`src/rtl/pipe_stage_buf.sv`:
```
// pipe_stage_buf: elastic valid/ready stage register, two-entry skid (SKID=1) or single entry (SKID=0).
// Define PIPE_STAGE_PERF_EN to add saturating stall_cnt/bubble_cnt outputs.
module pipe_stage_buf #(
    parameter int CTRL_W = 2,
    parameter int DATA_W = 96,
    parameter int RD_W   = 5,
    parameter bit SKID   = 1'b1
) (
    input  logic              clk,
    input  logic              reset,
    input  logic              flush,
    input  logic              in_valid,
    output logic              in_ready,
    input  logic [CTRL_W-1:0] in_ctrl,
    input  logic [DATA_W-1:0] in_data,
    input  logic [RD_W-1:0]   in_rd,
    output logic              out_valid,
    input  logic              out_ready,
    output logic [CTRL_W-1:0] out_ctrl,
    output logic [DATA_W-1:0] out_data,
`ifdef PIPE_STAGE_PERF_EN
    output logic [RD_W-1:0]   out_rd,
    output logic [31:0]       stall_cnt,
    output logic [31:0]       bubble_cnt
`else
    output logic [RD_W-1:0]   out_rd
`endif
);
    logic [CTRL_W-1:0] main_ctrl, skid_ctrl;
    logic [DATA_W-1:0] skid_data;
    logic [RD_W-1:0]   skid_rd;
    logic              skid_valid, accept, emit;

    // With SKID=0 the skid entry is never filled: in_ready drops whenever main is stuck.
    assign in_ready = SKID ? ~skid_valid : (~out_valid | out_ready);
    assign accept   = in_valid & in_ready;
    assign emit     = out_valid & out_ready;
    assign out_ctrl = main_ctrl & {CTRL_W{out_valid}};

    always_ff @(posedge clk or posedge reset) begin
        if (reset) begin
            out_valid  <= 1'b0;
            skid_valid <= 1'b0;
            main_ctrl  <= '0;
            out_data   <= '0;
            out_rd     <= '0;
            skid_ctrl  <= '0;
            skid_data  <= '0;
            skid_rd    <= '0;
        end else if (flush) begin
            out_valid  <= 1'b0;
            skid_valid <= 1'b0;
        end else if (~out_valid | emit) begin
            out_valid  <= skid_valid | accept;
            skid_valid <= 1'b0;
            if (skid_valid) begin
                main_ctrl <= skid_ctrl;
                out_data  <= skid_data;
                out_rd    <= skid_rd;
            end else if (accept) begin
                main_ctrl <= in_ctrl;
                out_data  <= in_data;
                out_rd    <= in_rd;
            end
        end else if (accept) begin
            skid_valid <= 1'b1;
            skid_ctrl  <= in_ctrl;
            skid_data  <= in_data;
            skid_rd    <= in_rd;
        end
    end

`ifdef PIPE_STAGE_PERF_EN
    always_ff @(posedge clk or posedge reset) begin
        if (reset) begin
            stall_cnt  <= '0;
            bubble_cnt <= '0;
        end else begin
            if (out_valid & ~out_ready & ~&stall_cnt) stall_cnt <= stall_cnt + 32'd1;
            if (~out_valid & ~&bubble_cnt) bubble_cnt <= bubble_cnt + 32'd1;
        end
    end
`endif
endmodule

```
`config.mk`:
```
export PLATFORM = sky130hd
export DESIGN_NAME = pipe_stage_buf
export DESIGN_NICKNAME = d
export VERILOG_FILES = /design/src/rtl/pipe_stage_buf.sv
export SDC_FILE = /design/constraint.sdc
export NUM_CORES = 1
export LEC_CHECK = 0
export CAP_MARGIN = 20
export CORE_MARGIN = 2
export CORE_UTILIZATION = 41
export CTS_CLUSTER_SIZE = 12
export DETAILED_ROUTE_END_ITERATION = 10
export GPL_TIMING_DRIVEN = 0
export PLACE_DENSITY_LB_ADDON = 0.05
export SKIP_CTS_REPAIR_TIMING = 1
export SYNTH_ARGS = -nofsm -noshare
export SYNTH_HDL_FRONTEND = slang
export SYNTH_SLANG_ARGS = --single-unit
export TNS_END_PERCENT = 30
```
`constraint.sdc`:
```
create_clock -name clk -period 11.9 [get_ports clk]
set_clock_uncertainty 0.15 [all_clocks]
set_input_delay 2.38 -clock clk [delete_from_list [all_inputs] [get_ports clk]]
set_output_delay 2.38 -clock clk [all_outputs]
set_load 0.005 [all_outputs]
```
Word-level counts from Yosys, hierarchy flattened
Index checks and enable logic that the tools add are counted.
{"block": "word_totals", "out_inout_bits": 105, "word_cells": 33, "ff_bits": 208, "inputBits": 108}
{"block": "classes", "muxes": 11, "bitwise_logic": 9, "n_reduce_logical": 5}
{"cell": "2-to-1 mux 96 bit", "n": 2}
{"cell": "2-to-1 mux 5 bit", "n": 2}
{"cell": "AND reduction 3 bit", "n": 2}
{"cell": "2-to-1 mux 1 bit", "n": 5}
{"cell": "2-to-1 mux 2 bit", "n": 2}
{"cell": "NOT 1 bit", "n": 4}
{"cell": "nonzero test 2 bit", "n": 2}
{"cell": "nonzero test 3 bit", "n": 1}
{"cell": "bitwise AND 1 bit", "n": 2}
{"cell": "bitwise AND 2 bit", "n": 1}
{"cell": "OR 1 bit", "n": 2}

Longest topological paths before layout
{"block": "depth", "word_depth": 5, "mapped_depth": 6, "ltp_nobuf": 3}

Worst setup path before layout
No wires, ideal clock.
{"block": "synth_timing", "path_type": "in2reg", "startpoint": "in out_ready", "endpoint": "reg out_data[54]", "cell_stages": 5, "required_ns": 11.625, "arrival_time_ns": 3.280, "setup_time_ns": 0.125, "slack_ns": 8.346, "path_buffers": 2, "path_cell_list": "nor2b_2 nor3_2 buf_6 buf_6 mux2_2"}
{"block": "synth_via", "elab_chain_len": 3}
{"element": "from (decl)", "line": "18", "rtl": "input logic out_ready,"}
{"element": "bitwise AND 1 bit", "line": "37", "rtl": "assign emit = out_valid & out_ready;"}
{"element": "OR 1 bit", "line": "53", "rtl": "end else if (~out_valid | emit) begin"}
{"element": "AND reduction 3 bit (no line)"}
{"element": "to (signal assigned)", "line": "58", "rtl": "out_data <= skid_data;"}
{"element": "to (signal assigned)", "line": "62", "rtl": "out_data <= in_data;"}
{"element": "to (decl)", "line": "20", "rtl": "output logic [DATA_W-1:0] out_data,"}
Every way passes these cells.
A chain may end at the register's enable or synchronous reset.

Worst setup path in the final report
{"block": "layout_timing", "startpoint": "reg skid_valid", "endpoint": "out in_ready"}
{"block": "layout_via", "elab_chain_len": 1}
{"element": "from (decl)", "line": "32", "rtl": "logic skid_valid, accept, emit;"}
{"element": "from (signal assigned)", "line": "43", "rtl": "skid_valid <= 1'b0;"}
{"element": "from (signal assigned)", "line": "52", "rtl": "skid_valid <= 1'b0;"}
{"element": "from (signal assigned)", "line": "55", "rtl": "skid_valid <= 1'b0;"}
{"element": "NOT 1 bit", "line": "35", "rtl": "assign in_ready = SKID ? ~skid_valid : (~out_valid | out_ready);"}
{"element": "to (decl)", "line": "13", "rtl": "output logic in_ready,"}
Every way passes these cells.

==> metrics.yaml <==
status: "finished clean"
wl_per_cell_um: 18.2
synthCells: 563
fin_crit_sh_pct: 37.5
p_leak_uw: 0.00554
root_buffer: "clkbuf_16"
vdd_drop_max_uv: 99.1
grt_pass1_wl_um: 32100
syn_avg_cell_area_um2: 16.6
drive_gt1_share_pct: 47.1
fillers: 1838
gp_congestion: 0.719
multi_input_area_um2: 3800
synth_cell_types: 17
fmax_mhz: 224
critPathKind: "register to output port"
stdcell_area_um2: 12600
drc: 0
post-route-util_pct: 56.2
cts.htree.levels: 1
grt_pass1_vias: 5954
antenna_found_initial: 0
worstPathArrival_ns: 1.93
clkTransAtPathRegs_ns: 0.06
grtUsageTotal_pct: 16.7
rsz0062_at_grt: "false"
syn_to_final_growth_pct: 35.6
clock_path_buffers: 3
cts_buffers: 25
powerDensity_nw_per_um2: 168
core_area_um2: 22500
critPathRequiredTime_ns: 9.37
placementRows: 55
diodes: 0
dpl-instance-area_um2: 11800
drv_slew: 0
wl_um: 20100
fin_crit_ns: 4.46
seq_area_um2: 5200
clk_latency_ns: 0.50
drt_first_iter_violations: 152
port_buffers: 212
slew-limit-headroom_pct: 56.7
io_pins: 213
drv_cap: 0
finalNonFillerCells: 1105
cts.sinks: 208
synth_seq_area_share_pct: 55.8
setup_violations: 0
setup-tns-final_ns: 0
grt_max_degree: 127
ys_ff_latch: 208
placed_cells: 1061
start_kind: "register"
hold_class: "register to register"
whs_ns: 0.350
dieArea_um2: 24000
via_per_inst: 4.90
final_hold_viol_count: 0
vias: 5420
die_h_um: 155
route.antenna.remaining_nets: 0
drtPass1Iterations: 4
netlist_area_um2: 9330
initial_core_util_pct: 41.5
cp_max_fo: 10
tightestPinTransition_ns: 0.649
endpoint_kind: "output port"
grt-ovfl-total: 0
die_w_um: 155
hpwl_um: 13800
yosysWarningCount: 0
nNetsFinal: 911
cts_tree: "done"
synthesis.nets: 671
[through the flow]
stage	setup slack (ns)	total power [µW]
6_report	7.44	2120
5_1_grt	7.38	2230
4_1_cts	7.40	2160
3_5_place_dp	7.63	1410
3_3_place_gp	1.07	1390
2_1_floorplan	3.69	1170
[flip-flops by register name, indices dropped and copies added, names as in the netlist]
signal / flops
skid_ctrl: 2
out_valid: 1
out_rd: 5
main_ctrl: 2
skid_rd: 5
skid_valid: 1
out_data: 96
skid_data: 96
[metal layers]
layer / vias up / GRT usage, % / wire [µm]
met5: - / 0 / 0
met3: 33 / 4.40 / 1330
met2: 145 / 28.7 / 9770
li1: 2495 / - / -
met4: 0 / 4.32 / 366
met1: 2747 / 21.1 / 8630
[worst max-delay path: stages, from the launching register on]
cell and delay, ns:
dfrtp_1 0.35, buf_2 0.17, buf_6 0.17, buf_6 0.16, inv_1 0.05, clkdlybuf4s50_1 0.53
[final timing paths]
path	slack, ns	cells past startpoint	to	start
setup / recovery	7.44	5	in_ready	skid_valid
hold / removal	0.35	1	skid_data[55]	skid_data[55]
setup reg to reg	9.95	5	out_data[33]	out_valid
hold reg to reg	0.35	1	skid_data[55]	skid_data[55]
max in group asynchronous	8.37	3	out_data[23]	reset
min in group asynchronous	2.21	2	skid_data[63]	reset
[final cells by class]
class / count / share of cell area, %
Buffer: 34 / 2.47
Inverter: 2 / 0.119
Clock buffer: 35 / 5.80
Timing Repair Buffer: 213 / 17.0
Tap cell: 285 / 2.82
Sequential cell: 208 / 41.2
Multi-Input combinational cell: 319 / 30.1
Clock inverter: 9 / 0.554
[synth_stat cells]
master	number	area, µm²
nor2b_2	1	8.76
a21oi_1	1	5.00
buf_2	10	50.1
mux2_2	237	2670
nand3_1	1	5.00
nor2_2	1	6.26
nor2_1	1	3.75
and2_1	2	12.5
buf_6	23	259
dfrtp_1	208	5200
mux2_4	70	1050
nor3_1	1	5.00
nand2b_1	1	6.26
nor3_2	1	10.0
mux2_1	2	22.5
clkbuf_1	1	3.75
inv_1	2	7.51
[cell usage in the layout, fill, tap and decap left out, types with 2 or more instances in the layout]
cell	n
and2_1	2
buf_2	10
buf_6	23
clkbuf_1	4
clkbuf_16	25
clkbuf_8	7
clkdlybuf4s50_1	212
clkinv_2	8
dfrtp_1	208
mux2_1	2
mux2_2	237
mux2_4	70
[cells by family after synthesis]
family	share of synthesized area, %
muxes	40.1
and+or+nand+nor	0.617
DFF	55.8
buffers and inverters	3.43
AOI/OAI and AO/OA	0.0536
[power by group]
| group | internal [µW] | total (µW) | switching, µW |
|---|---|---|---|
| logic | 319 | 444 | 125 |
| clock network | 448 | 731 | 283 |
| registers | 865 | 946 | 81.7 |
Power figures use the tool's default switching activity.
